==> config.mk <==
export PLATFORM = sky130hd
export DESIGN_NAME = us_scan_sequencer_flat
export DESIGN_NICKNAME = d
export VERILOG_FILES = /design/src/rtl/us_seq_pkg.sv /design/src/rtl/us_scan_sequencer_if.sv /design/src/rtl/us_seq_index_ctr.sv /design/src/rtl/us_scan_sequencer.sv /design/src/flat_wrapper.sv
export SDC_FILE = /design/constraint.sdc
export NUM_CORES = 1
export LEC_CHECK = 0
export ABC_AREA = 1
export BUFFER_PORTS_ARGS = -buffer_cell sky130_fd_sc_hd__buf_4
export CORE_MARGIN = 2
export CORE_UTILIZATION = 51
export CTS_CLUSTER_SIZE = 8
export DETAILED_ROUTE_END_ITERATION = 8
export PLACE_DENSITY = 0.76
export SKIP_LAST_GASP = 1
export SYNTH_ARGS = -nofsm -noshare
export SYNTH_HDL_FRONTEND = slang
export SYNTH_SLANG_ARGS = --single-unit
export TNS_END_PERCENT = 50
==> constraint.sdc <==
create_clock -name CLK -period 1.8 [get_ports CLK]
set_input_delay 0.09 -clock CLK [delete_from_list [all_inputs] [get_ports CLK]]
set_output_delay 0.09 -clock CLK [all_outputs]
set_load 0.005 [all_outputs]
==> src/rtl/us_seq_pkg.sv <==
// Shared definitions for the ultrasound scan sequencer: default widths and
// the one-hot state encoding of the scan FSM.
package us_seq_pkg;

    localparam int DEF_CH_WIDTH  = 4;
    localparam int DEF_AVG_WIDTH = 8;
    localparam int DEF_PRI_WIDTH = 32;
    localparam int DEF_TMO_WIDTH = 32;

    // One-hot state codes
    localparam logic [7:0] ST_IDLE_OH      = 8'b0000_0001;
    localparam logic [7:0] ST_ARM_OH       = 8'b0000_0010;
    localparam logic [7:0] ST_FIRE_OH      = 8'b0000_0100;
    localparam logic [7:0] ST_WAIT_ACK_OH  = 8'b0000_1000;
    localparam logic [7:0] ST_WAIT_DONE_OH = 8'b0001_0000;
    localparam logic [7:0] ST_PRI_OH       = 8'b0010_0000;
    localparam logic [7:0] ST_NEXT_OH      = 8'b0100_0000;
    localparam logic [7:0] ST_FINISH_OH    = 8'b1000_0000;

    typedef enum logic [7:0] {
        ST_IDLE      = ST_IDLE_OH,
        ST_ARM       = ST_ARM_OH,
        ST_FIRE      = ST_FIRE_OH,
        ST_WAIT_ACK  = ST_WAIT_ACK_OH,
        ST_WAIT_DONE = ST_WAIT_DONE_OH,
        ST_PRI       = ST_PRI_OH,
        ST_NEXT      = ST_NEXT_OH,
        ST_FINISH    = ST_FINISH_OH
    } seq_state_t;

endpackage

==> src/rtl/us_scan_sequencer_if.sv <==
// Handshake between the scan sequencer (master) and the single-shot firing
// FSM (slave): start pulse, done level and the channel/shot selection.
interface us_scan_sequencer_if #(
    parameter int CH_WIDTH  = 4,
    parameter int AVG_WIDTH = 8
);
    logic                 FIRE_START;
    logic                 FIRE_DONE;
    logic [CH_WIDTH-1:0]  CH_SEL;
    logic [AVG_WIDTH-1:0] AVG_IDX;

    modport master (
        output FIRE_START,
        output CH_SEL,
        output AVG_IDX,
        input  FIRE_DONE
    );

    modport slave (
        input  FIRE_START,
        input  CH_SEL,
        input  AVG_IDX,
        output FIRE_DONE
    );
endinterface

==> src/rtl/us_seq_index_ctr.sv <==
// Nested channel / averaging index counter. The averaging index is the inner
// loop; the channel index advances when the averaging index wraps. The pair
// holds (no wrap) once the last shot of the scan has been reached.
module us_seq_index_ctr #(
    parameter int CH_WIDTH  = 4,
    parameter int AVG_WIDTH = 8
) (
    input  logic                 CLK,
    input  logic                 RESET_n,
    input  logic                 load,
    input  logic                 advance,
    input  logic [CH_WIDTH-1:0]  num_ch,
    input  logic [AVG_WIDTH-1:0] avg_count,
    output logic [CH_WIDTH-1:0]  ch_sel,
    output logic [AVG_WIDTH-1:0] avg_idx,
    output logic                 last_shot
);

    localparam logic [CH_WIDTH-1:0]  CH_ZERO  = {CH_WIDTH{1'b0}};
    localparam logic [CH_WIDTH-1:0]  CH_ONE   = {{(CH_WIDTH-1){1'b0}}, 1'b1};
    localparam logic [AVG_WIDTH-1:0] AVG_ZERO = {AVG_WIDTH{1'b0}};
    localparam logic [AVG_WIDTH-1:0] AVG_ONE  = {{(AVG_WIDTH-1){1'b0}}, 1'b1};

    logic [CH_WIDTH-1:0]  ch_sel_r;
    logic [AVG_WIDTH-1:0] avg_idx_r;
    logic                 ch_last_s;
    logic                 avg_last_s;

    // Limit detection against latched counts minus one, at full width
    always_comb begin
        ch_last_s  = (ch_sel_r == (num_ch - CH_ONE));
        avg_last_s = (avg_idx_r == (avg_count - AVG_ONE));
    end

    assign last_shot = ch_last_s & avg_last_s;
    assign ch_sel    = ch_sel_r;
    assign avg_idx   = avg_idx_r;

    // Index registers: cleared on load, stepped on advance, frozen at the end
    always_ff @(posedge CLK or negedge RESET_n) begin
        if (!RESET_n) begin
            ch_sel_r  <= CH_ZERO;
            avg_idx_r <= AVG_ZERO;
        end else if (load) begin
            ch_sel_r  <= CH_ZERO;
            avg_idx_r <= AVG_ZERO;
        end else if (advance && !(ch_last_s && avg_last_s)) begin
            if (!avg_last_s) begin
                avg_idx_r <= avg_idx_r + AVG_ONE;
            end else begin
                avg_idx_r <= AVG_ZERO;
                ch_sel_r  <= ch_sel_r + CH_ONE;
            end
        end else begin
            ch_sel_r  <= ch_sel_r;
            avg_idx_r <= avg_idx_r;
        end
    end

endmodule

==> src/rtl/us_scan_sequencer.sv <==
// Ultrasound scan sequencer: fires each of NUM_CH channels AVG_COUNT times via
// the single-shot firing FSM, with a PRI gap between shots, abort handling and
// a done pulse at the end of the scan.
// Optional watchdog on the firing handshake: define SEQ_TIMEOUT_EN.
module us_scan_sequencer
    import us_seq_pkg::*;
#(
    parameter int CH_WIDTH  = DEF_CH_WIDTH,
    parameter int AVG_WIDTH = DEF_AVG_WIDTH,
    parameter int PRI_WIDTH = DEF_PRI_WIDTH,
    parameter int TMO_WIDTH = DEF_TMO_WIDTH
) (
    input  logic                 CLK,
    input  logic                 RESET_n,
    input  logic                 SEQ_START,
    input  logic                 SEQ_ABORT,
    input  logic [CH_WIDTH-1:0]  NUM_CH,
    input  logic [AVG_WIDTH-1:0] AVG_COUNT,
    input  logic [PRI_WIDTH-1:0] PRI_LENGTH,
    input  logic [TMO_WIDTH-1:0] TMO_LENGTH,
    us_scan_sequencer_if.master  fire_if,
    output logic                 SEQ_BUSY,
    output logic                 SEQ_DONE,
    output logic                 SEQ_ABORTED,
    output logic                 SEQ_ERR
);

    localparam logic [CH_WIDTH-1:0]  CH_ZERO  = {CH_WIDTH{1'b0}};
    localparam logic [AVG_WIDTH-1:0] AVG_ZERO = {AVG_WIDTH{1'b0}};
    localparam logic [PRI_WIDTH-1:0] PRI_ZERO = {PRI_WIDTH{1'b0}};
    localparam logic [PRI_WIDTH-1:0] PRI_ONE  = {{(PRI_WIDTH-1){1'b0}}, 1'b1};

    seq_state_t           state_r;
    logic [CH_WIDTH-1:0]  num_ch_r;
    logic [AVG_WIDTH-1:0] avg_cnt_r;
    logic [PRI_WIDTH-1:0] pri_len_r;
    logic [PRI_WIDTH-1:0] pri_cnt_r;
    logic                 abort_r;
    logic                 fire_start_r;
    logic                 busy_r;
    logic                 done_r;
    logic                 aborted_r;

    logic                 abort_now_s;
    logic                 idx_load_s;
    logic                 idx_adv_s;
    logic                 last_shot_s;
    logic                 wd_trip_s;
    logic [CH_WIDTH-1:0]  ch_sel_s;
    logic [AVG_WIDTH-1:0] avg_idx_s;

    // Strobes into the index counter and the effective abort request
    always_comb begin
        idx_load_s  = (state_r == ST_ARM);
        idx_adv_s   = (state_r == ST_NEXT);
        abort_now_s = abort_r | SEQ_ABORT;
    end

    us_seq_index_ctr #(
        .CH_WIDTH  (CH_WIDTH),
        .AVG_WIDTH (AVG_WIDTH)
    ) u_index_ctr (
        .CLK       (CLK),
        .RESET_n   (RESET_n),
        .load      (idx_load_s),
        .advance   (idx_adv_s),
        .num_ch    (num_ch_r),
        .avg_count (avg_cnt_r),
        .ch_sel    (ch_sel_s),
        .avg_idx   (avg_idx_s),
        .last_shot (last_shot_s)
    );

    // Scan FSM with registered FIRE_START / busy / done / aborted outputs
    always_ff @(posedge CLK or negedge RESET_n) begin
        if (!RESET_n) begin
            state_r      <= ST_IDLE;
            num_ch_r     <= CH_ZERO;
            avg_cnt_r    <= AVG_ZERO;
            pri_len_r    <= PRI_ZERO;
            pri_cnt_r    <= PRI_ZERO;
            abort_r      <= 1'b0;
            fire_start_r <= 1'b0;
            busy_r       <= 1'b0;
            done_r       <= 1'b0;
            aborted_r    <= 1'b0;
        end else begin
            fire_start_r <= 1'b0;
            done_r       <= 1'b0;
            if ((state_r != ST_IDLE) && SEQ_ABORT) begin
                abort_r <= 1'b1;
            end
            case (state_r)
                ST_IDLE: begin
                    if (SEQ_START) begin
                        state_r <= ST_ARM;
                        busy_r  <= 1'b1;
                    end else begin
                        state_r <= ST_IDLE;
                    end
                end
                ST_ARM: begin
                    num_ch_r  <= NUM_CH;
                    avg_cnt_r <= AVG_COUNT;
                    pri_len_r <= PRI_LENGTH;
                    aborted_r <= 1'b0;
                    abort_r   <= SEQ_ABORT;
                    // Decide on the raw inputs: they are being latched this cycle
                    if ((NUM_CH == CH_ZERO) || (AVG_COUNT == AVG_ZERO)) begin
                        state_r <= ST_FINISH;
                        done_r  <= 1'b1;
                    end else begin
                        state_r      <= ST_FIRE;
                        fire_start_r <= 1'b1;
                    end
                end
                ST_FIRE: begin
                    state_r <= ST_WAIT_ACK;
                end
                ST_WAIT_ACK: begin
                    if (!fire_if.FIRE_DONE) begin
                        state_r <= ST_WAIT_DONE;
                    end else if (wd_trip_s) begin
                        state_r <= ST_FINISH;
                        done_r  <= 1'b1;
                    end else begin
                        state_r <= ST_WAIT_ACK;
                    end
                end
                ST_WAIT_DONE: begin
                    if (fire_if.FIRE_DONE) begin
                        if (abort_now_s) begin
                            // Shot finished; an abort skips the PRI gap
                            state_r   <= ST_FINISH;
                            done_r    <= 1'b1;
                            aborted_r <= 1'b1;
                        end else if (pri_len_r == PRI_ZERO) begin
                            state_r <= ST_NEXT;
                        end else begin
                            state_r   <= ST_PRI;
                            pri_cnt_r <= pri_len_r;
                        end
                    end else if (wd_trip_s) begin
                        state_r <= ST_FINISH;
                        done_r  <= 1'b1;
                    end else begin
                        state_r <= ST_WAIT_DONE;
                    end
                end
                ST_PRI: begin
                    if (abort_now_s) begin
                        state_r   <= ST_FINISH;
                        done_r    <= 1'b1;
                        aborted_r <= 1'b1;
                    end else if (pri_cnt_r == PRI_ONE) begin
                        state_r <= ST_NEXT;
                    end else begin
                        pri_cnt_r <= pri_cnt_r - PRI_ONE;
                    end
                end
                ST_NEXT: begin
                    // Completing the last shot wins over a coincident abort
                    if (last_shot_s) begin
                        state_r <= ST_FINISH;
                        done_r  <= 1'b1;
                    end else if (abort_now_s) begin
                        state_r   <= ST_FINISH;
                        done_r    <= 1'b1;
                        aborted_r <= 1'b1;
                    end else begin
                        state_r      <= ST_FIRE;
                        fire_start_r <= 1'b1;
                    end
                end
                ST_FINISH: begin
                    state_r <= ST_IDLE;
                    busy_r  <= 1'b0;
                    abort_r <= 1'b0;
                end
                default: begin
                    state_r <= ST_IDLE;
                    busy_r  <= 1'b0;
                    abort_r <= 1'b0;
                end
            endcase
        end
    end

`ifdef SEQ_TIMEOUT_EN
    localparam logic [TMO_WIDTH-1:0] TMO_ZERO = {TMO_WIDTH{1'b0}};
    localparam logic [TMO_WIDTH-1:0] TMO_ONE  = {{(TMO_WIDTH-1){1'b0}}, 1'b1};

    logic [TMO_WIDTH-1:0] tmo_len_r;
    logic [TMO_WIDTH-1:0] wd_cnt_r;
    logic                 err_r;
    logic                 wd_in_wait_s;
    logic                 wd_stalled_s;

    // Watchdog trips on the limit-th handshake wait cycle without progress
    always_comb begin
        wd_in_wait_s = (state_r == ST_WAIT_ACK) || (state_r == ST_WAIT_DONE);
        wd_stalled_s = ((state_r == ST_WAIT_ACK) && fire_if.FIRE_DONE) ||
                       ((state_r == ST_WAIT_DONE) && !fire_if.FIRE_DONE);
        wd_trip_s    = wd_stalled_s && (tmo_len_r != TMO_ZERO) &&
                       (wd_cnt_r == (tmo_len_r - TMO_ONE));
    end

    // Watchdog limit latch, per-shot wait counter and sticky error flag
    always_ff @(posedge CLK or negedge RESET_n) begin
        if (!RESET_n) begin
            tmo_len_r <= TMO_ZERO;
            wd_cnt_r  <= TMO_ZERO;
            err_r     <= 1'b0;
        end else if (state_r == ST_ARM) begin
            tmo_len_r <= TMO_LENGTH;
            wd_cnt_r  <= TMO_ZERO;
            err_r     <= 1'b0;
        end else if (state_r == ST_FIRE) begin
            wd_cnt_r <= TMO_ZERO;
        end else if (wd_trip_s) begin
            err_r <= 1'b1;
        end else if (wd_in_wait_s) begin
            wd_cnt_r <= wd_cnt_r + TMO_ONE;
        end else begin
            wd_cnt_r <= wd_cnt_r;
        end
    end

    assign SEQ_ERR = err_r;
`else
    logic tmo_unused_s;

    assign wd_trip_s    = 1'b0;
    assign SEQ_ERR      = 1'b0;
    assign tmo_unused_s = ^TMO_LENGTH;
`endif

    assign fire_if.FIRE_START = fire_start_r;
    assign fire_if.CH_SEL     = ch_sel_s;
    assign fire_if.AVG_IDX    = avg_idx_s;
    assign SEQ_BUSY           = busy_r;
    assign SEQ_DONE           = done_r;
    assign SEQ_ABORTED        = aborted_r;

endmodule

==> src/flat_wrapper.sv <==
// flat-port wrapper written by rule: the top's interface ports become plain ports
module us_scan_sequencer_flat import us_seq_pkg::*;
#(
    parameter int CH_WIDTH  = DEF_CH_WIDTH,
    parameter int AVG_WIDTH = DEF_AVG_WIDTH,
    parameter int PRI_WIDTH = DEF_PRI_WIDTH,
    parameter int TMO_WIDTH = DEF_TMO_WIDTH
)
  (CLK, RESET_n, SEQ_START, SEQ_ABORT, NUM_CH, AVG_COUNT, PRI_LENGTH, TMO_LENGTH, SEQ_BUSY, SEQ_DONE, SEQ_ABORTED, SEQ_ERR, fire_if_FIRE_START, fire_if_CH_SEL, fire_if_AVG_IDX, fire_if_FIRE_DONE);
  us_scan_sequencer_if #(.CH_WIDTH(CH_WIDTH), .AVG_WIDTH(AVG_WIDTH)) fire_if_i ();
  input  logic CLK;
  input  logic RESET_n;
  input  logic SEQ_START;
  input  logic SEQ_ABORT;
  input  logic [CH_WIDTH-1:0] NUM_CH;
  input  logic [AVG_WIDTH-1:0] AVG_COUNT;
  input  logic [PRI_WIDTH-1:0] PRI_LENGTH;
  input  logic [TMO_WIDTH-1:0] TMO_LENGTH;
  output logic SEQ_BUSY;
  output logic SEQ_DONE;
  output logic SEQ_ABORTED;
  output logic SEQ_ERR;
  output wire logic [$bits(fire_if_i.FIRE_START)-1:0] fire_if_FIRE_START;
  output wire logic [$bits(fire_if_i.CH_SEL)-1:0] fire_if_CH_SEL;
  output wire logic [$bits(fire_if_i.AVG_IDX)-1:0] fire_if_AVG_IDX;
  input wire logic [$bits(fire_if_i.FIRE_DONE)-1:0] fire_if_FIRE_DONE;
  assign fire_if_FIRE_START = fire_if_i.FIRE_START;
  assign fire_if_CH_SEL = fire_if_i.CH_SEL;
  assign fire_if_AVG_IDX = fire_if_i.AVG_IDX;
  assign fire_if_i.FIRE_DONE = fire_if_FIRE_DONE;
  us_scan_sequencer #(.CH_WIDTH(CH_WIDTH), .AVG_WIDTH(AVG_WIDTH), .PRI_WIDTH(PRI_WIDTH), .TMO_WIDTH(TMO_WIDTH)) u_core (.CLK(CLK), .RESET_n(RESET_n), .SEQ_START(SEQ_START), .SEQ_ABORT(SEQ_ABORT), .NUM_CH(NUM_CH), .AVG_COUNT(AVG_COUNT), .PRI_LENGTH(PRI_LENGTH), .TMO_LENGTH(TMO_LENGTH), .fire_if(fire_if_i), .SEQ_BUSY(SEQ_BUSY), .SEQ_DONE(SEQ_DONE), .SEQ_ABORTED(SEQ_ABORTED), .SEQ_ERR(SEQ_ERR));
endmodule
; ---- Word level (Yosys, flattened, before mapping)
; Index checks and enable logic that the tools add are counted.
[word_totals]
register_bits = 101
inputBits = 81
output_inout_bits = 17
wordCells = 98
[op_classes]
n_addsub = 5
eq_ne = 20
mux = 40
n_bitwise = 3
reduce_logical = 18
[ops]
columns = cell, count
row1 = two-way mux 32 bit, 5
row2 = two-way mux 8 bit, 10
row3 = one-hot mux 32 bit (2 select lines), 1
row4 = one-hot mux 8 bit (7 select lines), 1
row5 = equality test 32 x 1 -> 1 bit (second input constant), 1
row6 = zero test 32 bit, 1
row7 = subtractor 32 x 1 -> 32 bit (second input constant), 1
row8 = != test 2 bit (second input constant), 7
row9 = two-way mux 1 bit, 12
row10 = two-way mux 4 bit, 3
row11 = OR reduction 6 bit, 2
row12 = adder 8 x 1 -> 8 bit (second input constant), 1
row13 = equality test 8 x 1 -> 1 bit (second input constant), 1
row14 = equality test 8 x 2 -> 1 bit (second input constant), 1
row15 = equality test 8 x 3 -> 1 bit (second input constant), 1
row16 = equality test 8 x 4 -> 1 bit (second input constant), 1
row17 = equality test 8 x 5 -> 1 bit (second input constant), 1
row18 = equality test 8 x 6 -> 1 bit (second input constant), 1
row19 = equality test 8 x 7 -> 1 bit (second input constant), 1
row20 = equality test 8 bit, 1
row21 = zero test 8 bit, 1
row22 = != test 8 x 1 -> 1 bit (second input constant), 1
row23 = one-hot mux 1 bit (4 select lines), 2
row24 = subtractor 8 x 1 -> 8 bit (second input constant), 1
row25 = other kinds (21), 28

; ---- Longest topological paths before layout
; Gate-level depths: netlist of the first run.
[logic_depth]
ltp_word = 7
mapped_depth = 16
ltp_nobuf = 15

; ---- Modules after synthesis
; Synthesis of the first run repeated with hierarchy kept, for this count alone.
[unflattened]
hier_cells = 953
area_unflattened_um2 = 6374.9
[by_module_without_submodules]
columns = mod, instances, cells_per_inst, area_each_um2, seq_area_each_um2
row1 = us_scan_sequencer, 1, 738, 5101.1, 2228.4
row2 = us_seq_index_ctr, 1, 215, 1273.7, 300.3

; ---- Least setup slack after synthesis of the first run
; OpenSTA, ideal clock, no wires.
[synth_timing]
path_type = register to register
startpoint = register u_core.avg_cnt_r[0]
endpoint = register u_core.u_index_ctr.ch_sel_r[0] (netlist: u_core.u_index_ctr.ch_sel[0])
setup_ns = 0.119
t_arrival_ns = 1.813
t_required_ns = 1.681
setup_slack_ns = -0.131
path_stages_with_launch = 16
path_buffers = 1
synth_period_minus_slack_ns = 1.931
cell_sequence = dfrtp_1 > inv_1 > ha_1 > nand2_1 > nand2_1 > nor2_1 > nand2_1 > nor2_1 > nand3_1 > nor2_4 > nand2_4 > nand2_4 > nand2_4 > buf_6 > nand3_1 > nand2_1
[synth_via]
elab_chain_len = 7
elab_cells_between_ends = 8
classes_between = 1 x add/sub / 1 x eq/ne / 6 x reduce/logical
[synth_lines]
columns = item, line_no
row1 = "start, declared", us_scan_sequencer.sv:35  ; logic [AVG_WIDTH-1:0] avg_cnt_r;
row2 = "start signal, assigned", us_scan_sequencer.sv:79  ; avg_cnt_r <= AVG_ZERO;
row3 = "start signal, assigned", us_scan_sequencer.sv:104  ; avg_cnt_r <= AVG_COUNT;
row4 = subtractor 8 x 1 -> 8 bit *, us_seq_index_ctr.sv:32  ; avg_last_s = (avg_idx_r == (avg_count - AVG_ONE));
row5 = equality test 8 bit *, us_seq_index_ctr.sv:32
row6 = logical AND 1 bit, us_seq_index_ctr.sv:47  ; end else if (advance && !(ch_last_s && avg_last_s)) begin
row7 = zero test 1 bit, us_seq_index_ctr.sv:47
row8 = logical AND 1 bit, us_seq_index_ctr.sv:47
row9 = nonzero test 2 bit (no line), -
row10 = AND reduction 2 bit (no line) *, -
row11 = "end signal, assigned", us_seq_index_ctr.sv:52  ; ch_sel_r <= ch_sel_r + CH_ONE;
row12 = "end signal, assigned", us_seq_index_ctr.sv:55  ; ch_sel_r <= ch_sel_r;
row13 = "end, declared", us_seq_index_ctr.sv:24  ; logic [CH_WIDTH-1:0] ch_sel_r;
; Mark *: on every way between the ends. The rest lies on a longest branch, timed or not.
; A chain may end at the register's enable or synchronous reset.

; ---- Final worst setup path of the first run
[layout_timing]
startpoint = register u_core.pri_cnt_r[15]
endpoint = register u_core.pri_cnt_r[27]
[layout_via]
elab_chain_len = 4
elab_cells_between_ends = 7
classes_between = 1 x add/sub / 2 x eq/ne / 3 x mux / 1 x reduce/logical
[layout_lines]
columns = item, line_no
row1 = "start, declared", us_scan_sequencer.sv:37  ; logic [PRI_WIDTH-1:0] pri_cnt_r;
row2 = "start signal, assigned", us_scan_sequencer.sv:141  ; pri_cnt_r <= pri_len_r;
row3 = "start signal, assigned", us_scan_sequencer.sv:158  ; pri_cnt_r <= pri_cnt_r - PRI_ONE;
row4 = subtractor 32 x 1 -> 32 bit, us_scan_sequencer.sv:158
row5 = two-way mux 32 bit, us_scan_sequencer.sv:155  ; end else if (pri_cnt_r == PRI_ONE) begin
row6 = two-way mux 32 bit, us_scan_sequencer.sv:151  ; if (abort_now_s) begin
row7 = one-hot mux 32 bit (2 select lines), us_scan_sequencer.sv:93  ; case (state_r)
; Parallel ways exist; a longest one is shown, timed or not. The select of a mux whose other input is x is not followed.

==> reports/qor.csv, run 1 <==
stage,metric,value,unit
synthesis,post-synthesis xor/xnor area fraction,3.94,%
power,Overall Power,9.00,mW
finish,share of layout cells above drive strength 1,32.9,%
synthesis,Post-synth EDFFs,0,
finish,fill cell count,631,
critical_path,start point of the critical path,u_core.pri_cnt_r[15],
synthesis,"Avg Cell Area, Syn",7.29,sq um
timing,Setup Viol. Count Final,48,
detailed_routing,drc violations,0,
power,Cell Pwr Density,1020,nW/um^2
floorplanning,Initial Utilization,52.8,%
synthesis,syn nets,880,
critical_path,Worst Path Required,2050,ps
synthesis,Adder-Cell Fraction of Synth Area,1.30,%
finish,fin area,8800,sq um
power,Seq pwr share,38.3,%
place,Final GP Congestion,0.910,
critical_path,crit path DAT,2240,ps
clocking,clock latency on the worst-skew pair,370,ps
critical_path,CP max FO,7,
timing,Clock Skew,11.7,ps
floorplanning,Die W,110,um
timing,final hold slack,7.30,ps
clocking,CTS tree,yes,
power,maximum vdd drop,1.12,mV
clocking,H-tree levels,3,
place,pre-CTS setup slack,-117,ps
synthesis,"Distinct cells, synth",38,
outcome,violated checks,negative setup slack,
synthesis,post-synthesis cell area,5780,sq um
power,Int Power,5.47,mW
detailed_routing,first-pass iteration count of the detailed router,5,
timing,Fin. Hold Viols,0,
critical_path,FF-to-FF Start,u_core.pri_cnt_r[15],
critical_path,FF-to-FF End,u_core.pri_cnt_r[27],
synthesis,simple-gate area share of the yosys netlist,31.8,%
global_route,Congestion Overflow GR,0,
finish,Final Util,80.5,%
detailed_routing,post-DR wirelength/cell,17.8,um
power,switching share of power,39.3,%
global_route,initial antenna violation count,0,
detailed_routing,ANT nets after route,0,
global_route,first-pass GRT wire length,28100,um
detailed_routing,Via-to-Cell Ratio,5.65,
synthesis,multiplexer area fraction after synthesis,0,%
clocking,clk root buf,clkbuf_16,
finish,nets,1104,
critical_path,R2R cell count,11,
timing,Final WS setup,-189,ps
place,Placed Area,7060,sq um
clocking,Clock Pin Slew Worst Setup and Hold Paths,70,ps
place,port bufs,64,
timing,Worst slew margin,59.4,%
timing,Max Clk Rate,0.503,GHz
synthesis,Post-synth ARST share,100,%
power,P_leak,4.36,nW
critical_path,Worst setup endpoint,u_core.pri_cnt_r[27],
timing,slew of the pin with the lowest slew margin,609,ps
global_route,number of global-route vias before repair,6005,
finish,diode count,0,
synthesis,Mapped Cells,793,
floorplanning,# IOs,98,
synthesis,Main synth FF type,dfrtp_1,
clocking,TritonCTS Buffers,9,
job,Max-Cap Viols,0,
global_route,largest net degree at the start of global routing,48,
synthesis,post-synthesis sequential area ratio,43.8,%
worst_hold_path,worst hold path type,input pin to register,
finish,Area Growth Syn to Fin,52.3,%
synthesis,post-synthesis compound-gate area fraction,11.3,%
place,DPL Wire Length,11200,um
timing,Slew Limit Fails,0,
power,sw power,3.53,mW
synthesis,Ys Warns,0,
synthesis,#FFs+latches synth,101,
floorplanning,row cnt,38,
critical_path,capturing element type of the critical path,register,
detailed_routing,Routed WL,20600,um
clocking,clock sinks,101,
worst_hold_path,Hold Path Stages,3,
floorplanning,die area,12200,sq um
critical_path,crit path launch type,register,
power,Comb power frac,38.2,%
critical_path,kind of critical path,register to register,
timing,unrepaired setup endpoints after global routing,yes,
power,clock network power share,23.5,%
detailed_routing,Initial DRC Count,704,
floorplanning,core area,10900,sq um
critical_path,Reg2Reg Setup Slack,-190,ps
timing,fin crit share,111,%
clocking,clk buf depth,2,
synthesis,combinational family with the most area after synthesis,simple AND/OR/NAND/NOR gates,
outcome,outcome,"complete, but fails checks",
floorplanning,die extent in y,110,um
timing,crit path time final,1990,ps
global_route,total track usage,28.1,%
detailed_routing,Vias,6561,
## metal layers
| layer | GRT usage, % | vias to the layer above | share of wire [%] |
|---|---|---|---|
| met5 | 0 | - | 0 |
| met4 | 7.50 | 0 | 2.7 |
| met3 | 7.08 | 75 | 9.4 |
| met2 | 46.1 | 373 | 49 |
| met1 | 37.4 | 3106 | 39 |
| li1 | - | 3007 | - |
## stage by stage
stage,TNS [ps],instances
6_report,-3370,1162
5_1_grt,-12440,1162
4_1_cts,-1070,1131
3_5_place_dp,-1660,1059
3_3_place_gp,-549,1059
2_1_floorplan,-267,793
## layout by cell type (no fill, tap or decap), types with 10 or more instances in the layout
master / Yosys / final
dfrtp_1: 100 / 96
inv_1: 83 / 66
o21ai_2: 4 / 15
buf_6: 1 / 11
nor3_1: 15 / 12
nor2_2: 2 / 29
buf_4: 4 / 162
dlygate4sd3_1: 0 / 47
a21oi_1: 13 / 11
xnor2_1: 12 / 10
nand4_1: 11 / 11
nand2_2: 2 / 14
nor2_1: 103 / 69
nand2_1: 232 / 216
clkbuf_16: 0 / 15
xor2_1: 14 / 14
nand3_1: 44 / 34
o21ai_0: 67 / 44
buf_12: 0 / 10
inv_2: 1 / 16
o21ai_1: 10 / 21
## what timing repair did
action,CTS,global route
cloned,0,11
hold buffers,47,0
resized for setup,26,140
endpoints found under the setup margin,39,75
setup buffers,9,23
pin swaps,11,38
hold endpoints to repair,87,0
## cells by family after synthesis
logic type               count (synthesis)
AO/OA/AOI/OAI                          118
XOR/XNOR                                26
adder cells (fa/ha/maj)                  6
buffers and inverters                  110
flip-flops                             101
other                                    1
AND/OR/NAND/NOR                        431
## power groups by stage
stage,clock network [mW],registers (mW),logic (mW)
2_1_floorplan,0,3.28,1.90
3_3_place_gp,0,3.38,2.81
3_5_place_dp,0,3.40,2.92
4_1_cts,2.09,3.38,3.12
5_1_grt,2.21,3.50,3.80
6_report,2.12,3.45,3.44
## critical path, stage by stage, from the launching register on
cell       delay [ps]
dfrtp_1           410
nor2_2            170
nand2_1           130
nor2_4            130
nand3_4           110
o21ai_4           210
buf_12            140
nand2_8            80
buf_6             140
clkbuf_16         150
o211ai_1          110
nand2_1            90
## flip-flops by register name, indices dropped and copies added, names as in the netlist, 4 cells and up
| register | cells |
|---|---|
| u_core.pri_cnt_r | 32 |
| u_core.u_index_ctr.ch_sel | 4 |
| u_core.avg_cnt_r | 8 |
| u_core.state_r | 8 |
| u_core.pri_len_r | 32 |
| u_core.num_ch_r | 4 |
| u_core.u_index_ctr.avg_idx | 8 |
## area by class of cell
cell class / count / area, sq um / share of cell area [%]
Multi-Input combinational cell: 584 / 3280 / 37.3
Clock buffer: 9 / 225 / 2.56
Sequential cell: 101 / 2530 / 28.8
Inverter: 84 / 327 / 3.71
Clock inverter: 7 / 86.3 / 0.981
Timing Repair Buffer: 237 / 2180 / 24.7
Tap cell: 140 / 175 / 1.99
## synth_stat cells (5+ instances only)
master	instances	area share (%)
dfrtp_1	100	43
nor2_1	103	6.7
nand3_1	44	3.8
nor4_1	5	0.54
clkbuf_1	8	0.52
nand2_1	232	15
buf_2	13	1.1
inv_1	83	5.4
o21ai_1	10	0.87
o21ai_0	67	5.8
o211ai_1	9	1.2
o22ai_1	9	0.97
nor3_1	15	1.3
ha_1	6	1.3
a21oi_1	13	1.1
xnor2_1	12	1.8
nand4_1	11	1.2
xor2_1	14	2.1
## worst min-delay path by stage
stage              start                   end
5_1_grt        SEQ_ABORT        u_core.abort_r
3_3_place_gp     RESET_n   u_core.pri_cnt_r[2]
6_report       SEQ_ABORT        u_core.abort_r
2_1_floorplan    RESET_n    u_core.SEQ_ABORTED
3_5_place_dp     RESET_n  u_core.pri_cnt_r[31]
4_1_cts        SEQ_ABORT        u_core.abort_r
Power figures use the tool's default switching activity.
==> inputs of run 2 (changes only) <==
--- a/config.mk
+++ b/config.mk
@@ -8,12 +8,13 @@
 export ABC_AREA = 1
 export BUFFER_PORTS_ARGS = -buffer_cell sky130_fd_sc_hd__buf_4
 export CORE_MARGIN = 2
-export CORE_UTILIZATION = 51
+export CORE_UTILIZATION = 52
 export CTS_CLUSTER_SIZE = 8
 export DETAILED_ROUTE_END_ITERATION = 8
-export PLACE_DENSITY = 0.76
+export PLACE_DENSITY = 0.77
 export SKIP_LAST_GASP = 1
 export SYNTH_ARGS = -nofsm -noshare
 export SYNTH_HDL_FRONTEND = slang
+export SYNTH_HIERARCHICAL = 1
 export SYNTH_SLANG_ARGS = --single-unit
 export TNS_END_PERCENT = 50
==> run 2 against run 1 <==
Effect of this change:
- the run still ends with negative setup slack left
- clock-buffer cell count did not move
- non-clock buffer count fell by 59
- worst setup slack improved by 85 ps
- combinational power rose by 54%
- critical path type unchanged
==> reports/qor.csv, run 2 <==
stage,metric,value,unit,change
outcome,outcome,"complete, but fails checks",,
outcome,violated checks,negative setup slack,,
global_route,first-pass GRT wire length,28000,um,-0.44%
floorplanning,die area,13200,sq um,+7.9%
timing,Worst slew margin,61.8,%,+2.4 points
synthesis,synth cell count leaders,"nand2_1 (382), nor2_1 (121), dfrtp_1 (100)",,
floorplanning,core area,12000,sq um,+9.8%
finish,Area Growth Syn to Fin,35.6,%,
detailed_routing,drc violations,0,,unchanged
clocking,clock sinks,101,,unchanged
finish,register area,2540,sq um,+0.15%
floorplanning,Die W,115,um,+3.9%
finish,fill cell count,914,,+45%
clocking,H-tree levels,3,,unchanged
finish,most frequent cells in the layout,"nand2_1 (354), buf_4 (128), nor2_1 (96), dfrtp_1 (93), inv_1 (84)",,
critical_path,Worst Path Required,2050,ps,about the same
synthesis,"Avg Cell Area, Syn",6.69,sq um,-8.2%
global_route,total track usage,26.7,%,-1.5 points
critical_path,kind of critical path,register to register,,
synthesis,Main synth FF type,dfrtp_1,,
finish,biggest regs,"u_core/pri_cnt_r (32), u_core/pri_len_r (32)",,
finish,Final Util,72.0,%,-8.5 points
global_route,number of global-route vias before repair,5904,,-1.7%
critical_path,crit path DAT,2150,ps,-90 ps
timing,Fin. Hold Viols,0,,unchanged
synthesis,#FFs+latches synth,101,,unchanged
detailed_routing,Routed WL,18500,um,-10%
finish,diode count,0,,unchanged
place,port bufs,64,,unchanged
clocking,CTS tree,yes,,
detailed_routing,post-DR wirelength/cell,14.6,um,-18%
timing,slew of the pin with the lowest slew margin,571,ps,-38.2 ps
finish,share of layout cells above drive strength 1,24.1,%,-8.8 points
clocking,TritonCTS Buffers,9,,unchanged
finish,nets,1202,,+8.9%
synthesis,most numerous cell in the Yosys netlist,nand2_1,,
finish,multi-input combinational cell area,3660,sq um,+12%
synthesis,Post-synth EDFFs,0,,unchanged
synthesis,"Distinct cells, synth",35,,-7.9%
power,P_leak,4.71,nW,+7.9%
timing,Setup TNS Final,-597,ps,+2770 ps
global_route,initial antenna violation count,0,,unchanged
detailed_routing,first-pass iteration count of the detailed router,5,,unchanged
critical_path,crit path launch type,register,,
timing,crit path time final,1900,ps,-84.6 ps
critical_path,capturing element type of the critical path,register,,
clocking,Clock Pin Slew Worst Setup and Hold Paths,80,ps,about the same
power,maximum vdd drop,0.623,mV,-44%
floorplanning,Initial Utilization,53.1,%,+0.24 points
timing,fin crit share,106,%,-4.7 points
global_route,Congestion Overflow GR,0,,unchanged
place,DPL Wire Length,11900,um,+6.1%
synthesis,post-synthesis sequential area ratio,39.7,%,-4.1 points
timing,Setup Viol. Count Final,15,,-69%
synthesis,post-synthesis cell area,6370,sq um,+10%
floorplanning,die extent in y,115,um,+3.9%
detailed_routing,ANT nets after route,0,,unchanged
detailed_routing,Via-to-Cell Ratio,5.26,,-6.8%
worst_hold_path,worst hold path type,input pin to register,,
clocking,clock latency on the worst-skew pair,360,ps,about the same
place,pre-CTS setup slack,-115,ps,+1.42 ps
timing,Max Clk Rate,0.525,GHz,+4.4%
floorplanning,# IOs,98,,unchanged
place,Final GP Congestion,0.951,,+4.5%
synthesis,syn nets,1040,,+18%
global_route,largest net degree at the start of global routing,51,,+6.3%
synthesis,synth top area cells,"dfrtp_1 (39%), nand2_1 (22%), nor2_1 (7.1%)",,
synthesis,top cell type's share of synthesized area,39.3,%,-4.1 points
clocking,clk root buf,clkbuf_16,,
floorplanning,row cnt,40,,+5.3%
detailed_routing,Vias,6670,,+1.7%
timing,unrepaired setup endpoints after global routing,yes,,
timing,Final WS setup,-105,ps,+84.6 ps
synthesis,Post-synth ARST share,100,%,unchanged
clocking,clk buf depth,2,,unchanged
timing,Slew Limit Fails,0,,unchanged
power,Cell Pwr Density,1250,nW/um^2,+22%
synthesis,Ys Warns,6,,+6
timing,Clock Skew,14.1,ps,+2.45 ps
finish,"most common cell after layout, fill and taps aside",nand2_1,,
synthesis,post-synth top area cell,dfrtp_1,,
detailed_routing,Initial DRC Count,573,,-19%
critical_path,CP max FO,4,,-3
job,Max-Cap Viols,0,,unchanged
synthesis,Mapped Cells,953,,+20%
## run 2: timing repair
action                     in CTS  in global routing
hold endpoints to repair       69                  0
gates cloned                    0                  6
setup buffers                   1                 17
resized for setup              20                 90
setup endpoints to repair      49                 51
pin swaps                       8                 39
hold buffers                   35                  0
## run 2: worst max-delay path, stage by stage (launching register included)
cell	delay, ps
dfrtp_1	420
buf_4	160
nor2_1	230
nand2_1	160
nor2_1	210
nand2_1	110
nor2_1	110
nand2_1	70
nand3_1	120
nand2_1	80
nand2_1	70
nand2_1	50
## run 2: layer usage
metal	share of wire [%]	track usage (%)	up-vias	wire, um
met3	7.3	4.39	51	1350
met1	44	37.7	3057	8090
met2	46	43.3	274	8590
li1	-	-	3288	-
met4	2.6	6.51	0	487
met5	0	0	-	0
## run 2: final timing paths
path                                      start              endpoint  slack [ps]  cells past startpoint
setup reg to reg           u_core/pri_cnt_r[13]  u_core/pri_cnt_r[25]        -100                     11
hold reg to reg            u_core/pri_len_r[14]  u_core/pri_len_r[14]         510                      2
min in group asynchronous               RESET_n       u_core/SEQ_BUSY         250                      2
setup / recovery           u_core/pri_cnt_r[13]  u_core/pri_cnt_r[25]        -100                     11
max in group asynchronous               RESET_n   u_core/pri_cnt_r[8]         980                      3
hold / removal                     AVG_COUNT[7]   u_core/avg_cnt_r[7]          20                      3
## run 2: kinds of logic after synthesis
group                    after synthesis  synth area share, %
AND/OR/NAND/NOR                      629                 41.8
buffers and inverters                125                 8.32
flip-flops                           101                 39.7
AO/OA/AOI/OAI                         66                 5.55
XOR/XNOR                              25                 3.43
adder cells (fa/ha/maj)                6                 1.18
other                                  1               0.0588
## run 2: final cells by class
class	count	share of cell area (%)
multi-input cells	729	42.3
clock inverters	7	0.926
repair buffers	178	18.4
flip-flops and latches	101	29.3
clock buffers	9	2.60
well taps	147	2.13
inverters	96	4.25
## run 2: per-stage QoR
| step | power (mW) | instances | hold WS (ps) | area [sq um] |
|---|---|---|---|---|
| 6_report | 10.8 | 1267 | 17.9 | 8650 |
| 5_1_grt | 11.6 | 1267 | 28.7 | 8650 |
| 4_1_cts | 10.3 | 1244 | 11.9 | 8100 |
| 3_5_place_dp | 8.05 | 1192 | 88.3 | 7370 |
| 3_3_place_gp | 7.92 | 1192 | 96.6 | 7370 |
| 2_1_floorplan | 6.72 | 953 | -206 | 6380 |
## run 2: power breakdown
part	internal (mW)	switching, mW	leakage (nW)
logic	2.14	3.17	3.24
registers	2.90	0.567	1.31
clock network	1.10	0.926	0.149
==> inputs of run 3 (changes only) <==
--- a/config.mk
+++ b/config.mk
@@ -7,10 +7,12 @@
 export LEC_CHECK = 0
 export ABC_AREA = 1
 export BUFFER_PORTS_ARGS = -buffer_cell sky130_fd_sc_hd__buf_4
+export CORE_ASPECT_RATIO = 0.5
 export CORE_MARGIN = 2
 export CORE_UTILIZATION = 52
 export CTS_CLUSTER_SIZE = 8
 export DETAILED_ROUTE_END_ITERATION = 8
+export GPL_TIMING_DRIVEN = 0
 export PLACE_DENSITY = 0.77
 export SKIP_LAST_GASP = 1
 export SYNTH_ARGS = -nofsm -noshare
==> run 3 against run 2 <==
Effect of this change:
- the run still ends with negative setup slack left
- register-to-register slack is essentially flat
- sequential power up 2%
- core utilization fell by 0.74 points
- die area increased by 0.41%
- clock skew decreased by 5.7 ps
- hold slack lost 8.0 ps
- worst setup slack lost 11 ps
==> reports/qor.csv, run 3 (same netlist as run 2, synthesis figures left out) <==
stage,metric,value,unit,change
critical_path,max incr delay on CP,400,ps,-20 ps
job,Max-Cap Viols,0,,unchanged
power,maximum vdd drop,0.661,mV,+6.1%
finish,"most common cell after layout, fill and taps aside",nand2_1,,
floorplanning,die area,13200,sq um,+0.41%
clocking,H-tree levels,3,,unchanged
power,P_leak,4.56,nW,-3.2%
critical_path,crit path DAT,2160,ps,about the same
timing,Final WS setup,-116,ps,-11.0 ps
floorplanning,Initial Utilization,53.7,%,+0.60 points
timing,fin crit share,106,%,+0.61 points
floorplanning,core area,11900,sq um,-1.1%
clocking,CTS tree,yes,,
global_route,largest net degree at the start of global routing,102,,+100%
critical_path,Reg2Reg Setup Slack,-120,ps,about the same
critical_path,FF-to-FF End,u_core/u_index_ctr/avg_idx[7],,
critical_path,CP max FO,5,,+1
critical_path,Worst Path Required,2040,ps,about the same
global_route,number of global-route vias before repair,6101,,+3.3%
critical_path,CP max-delay cell,dfrtp_1,,
critical_path,R2R cell count,14,,+3
floorplanning,# IOs,98,,unchanged
critical_path,FF-to-FF Start,u_core/avg_cnt_r[1],,
detailed_routing,ANT nets after route,0,,unchanged
timing,Slew Limit Fails,0,,unchanged
finish,fin area,8460,sq um,-2.1%
floorplanning,die extent in y,82.3,um,-28%
timing,Max Clk Rate,0.522,GHz,-0.58%
critical_path,CP Cell Sequence,inv_2 -> ha_4 -> nand2_1 -> nand2_1 -> nand2_2 -> nor2_1 -> nand3_1 -> nor2_2 -> nand3_2 -> nand2_2 -> nand2_4 -> buf_6 -> nand2_2 -> nand2_1,,
finish,fill cell count,919,,+0.55%
detailed_routing,Initial DRC Count,520,,-9.2%
global_route,Congestion Overflow GR,0,,unchanged
outcome,outcome,"complete, but fails checks",,
global_route,total track usage,27.7,%,+0.99 points
worst_hold_path,Hold Path Stages,3,,unchanged
finish,nets,1181,,-1.7%
outcome,violated checks,negative setup slack,,
global_route,initial antenna violation count,0,,unchanged
detailed_routing,first-pass iteration count of the detailed router,5,,unchanged
global_route,first-pass GRT wire length,28900,um,+3.2%
timing,Setup Viol. Count Final,45,,+30
critical_path,kind of critical path,register to register,,
worst_hold_path,hold endpoint,u_core/avg_cnt_r[6],,
timing,slew of the pin with the lowest slew margin,902,ps,+331 ps
power,Cell Pwr Density,1280,nW/um^2,+2.2%
timing,Fin. Hold Viols,0,,unchanged
clocking,TritonCTS Buffers,9,,unchanged
clocking,clock latency on the worst-skew pair,350,ps,about the same
critical_path,crit path launch type,register,,
floorplanning,row cnt,28,,-30%
power,Overall Power,10.8,mW,about the same
timing,Clock Skew,8.44,ps,-5.70 ps
finish,register area,2540,sq um,+0.30%
clocking,clk root buf,clkbuf_16,,
critical_path,capturing element type of the critical path,register,,
floorplanning,Die W,161,um,+40%
worst_hold_path,HP Start,AVG_COUNT[6],,
detailed_routing,Routed WL,18700,um,+0.76%
place,Placed Area,7060,sq um,-4.2%
detailed_routing,Vias,6727,,+0.85%
timing,crit path time final,1920,ps,+11.0 ps
detailed_routing,post-DR wirelength/cell,14.8,um,+1.0%
finish,Final Util,71.2,%,-0.74 points
clocking,Clock Pin Slew Worst Setup and Hold Paths,70,ps,about the same
timing,Worst slew margin,39.9,%,-22 points
place,Final GP Congestion,0.938,,-1.4%
finish,diode count,0,,unchanged
finish,most frequent cells in the layout,"nand2_1 (339), nor2_1 (100), buf_4 (97), dfrtp_1 (87), inv_1 (85)",,
detailed_routing,drc violations,0,,unchanged
clocking,clock sinks,101,,unchanged
detailed_routing,Via-to-Cell Ratio,5.32,,+1.1%
timing,unrepaired setup endpoints after global routing,yes,,
place,port bufs,64,,unchanged
clocking,clk buf depth,2,,unchanged
finish,biggest regs,"u_core/pri_cnt_r (32), u_core/pri_len_r (32)",,
finish,Area Growth Syn to Fin,32.7,%,
worst_hold_path,worst hold path type,input pin to register,,
place,pre-CTS setup slack,-498,ps,-382 ps
place,DPL Wire Length,12200,um,+2.4%
finish,multi-input combinational cell area,3690,sq um,+0.89%
finish,share of layout cells above drive strength 1,23.7,%,-0.45 points
==> run 3: changes by cell type in the layout (fill, tap and decap cells not counted), moves of 6 or more <==
cell	previous run	this run
nand2_1	354	339
dfrtp_2	7	13
buf_4	128	97
nand2_2	28	38
buf_12	8	1
buf_2	0	9
dfrtp_1	93	87
==> run 3: through the flow <==
step | hold WS [ps] | setup TNS [ps] | std cells
after detailed placement | 265 | -7370 | 1182
after floorplan | -206 | 0 | 953
after global placement | 265 | -5870 | 1182
final | 9.90 | -2960 | 1264
after CTS | 1.32 | -1380 | 1239
after global routing | 8.94 | -8600 | 1264
==> run 3: layout make-up <==
class | count | share of cell area [%]
buffer | 28 | 2.41
timing repair buffer | 131 | 13.5
multi-input combinational | 727 | 43.6
clock inverter | 6 | 0.828
inverter | 96 | 4.38
tap | 165 | 2.44
sequential | 101 | 30.1
clock buffer | 10 | 2.71
==> run 3: worst max path at each step <==
stage,end,depth (start not counted),slack [ps],from
global placement,u_core/u_index_ctr/ch_sel[1],10,-420,u_core/state_r[7]
floorplan,u_core/u_index_ctr/ch_sel[0],15,6,u_core/avg_cnt_r[0]
CTS,u_core/u_index_ctr/avg_idx[7],15,-80,u_core/avg_cnt_r[1]
global route,u_core/u_index_ctr/avg_idx[6],15,-230,u_core/avg_cnt_r[0]
detailed placement,u_core/u_index_ctr/ch_sel[2],10,-500,u_core/state_r[7]
finish,u_core/u_index_ctr/avg_idx[7],14,-120,u_core/avg_cnt_r[1]
==> run 3: critical path: cells and delay by family, from the launching register on <==
family	cells	cell delay (ps)
simple gates	11	920
flops	1	400
fa+ha+maj	1	260
buf+inv	2	220
==> run 3: metal layers <==
layer	up-vias	part of all wire (%)	track usage, %	routed length [um]
li1	3255	-	-	-
met1	3137	42	35.3	7830
met2	277	48	48.0	8900
met3	58	7.6	5.69	1410
met4	0	2.7	9.46	512
met5	-	0	0	0
==> run 3: power by group <==
group          total, mW  internal, mW  switching (mW)  leakage, nW
registers           3.53          2.90           0.629         1.30
clock network       1.99          1.09           0.896        0.141
logic               5.29          2.05            3.23         3.11
==> run 3: repair_timing <==
item                       4_1_cts  5_1_grt
setup endpoints to repair       52       79
cloned                           1        3
pin swaps                       22       35
hold buffers                    34        1
hold endpoints to repair        34      100
gates resized for setup         28      126
buffers inserted                 7       21
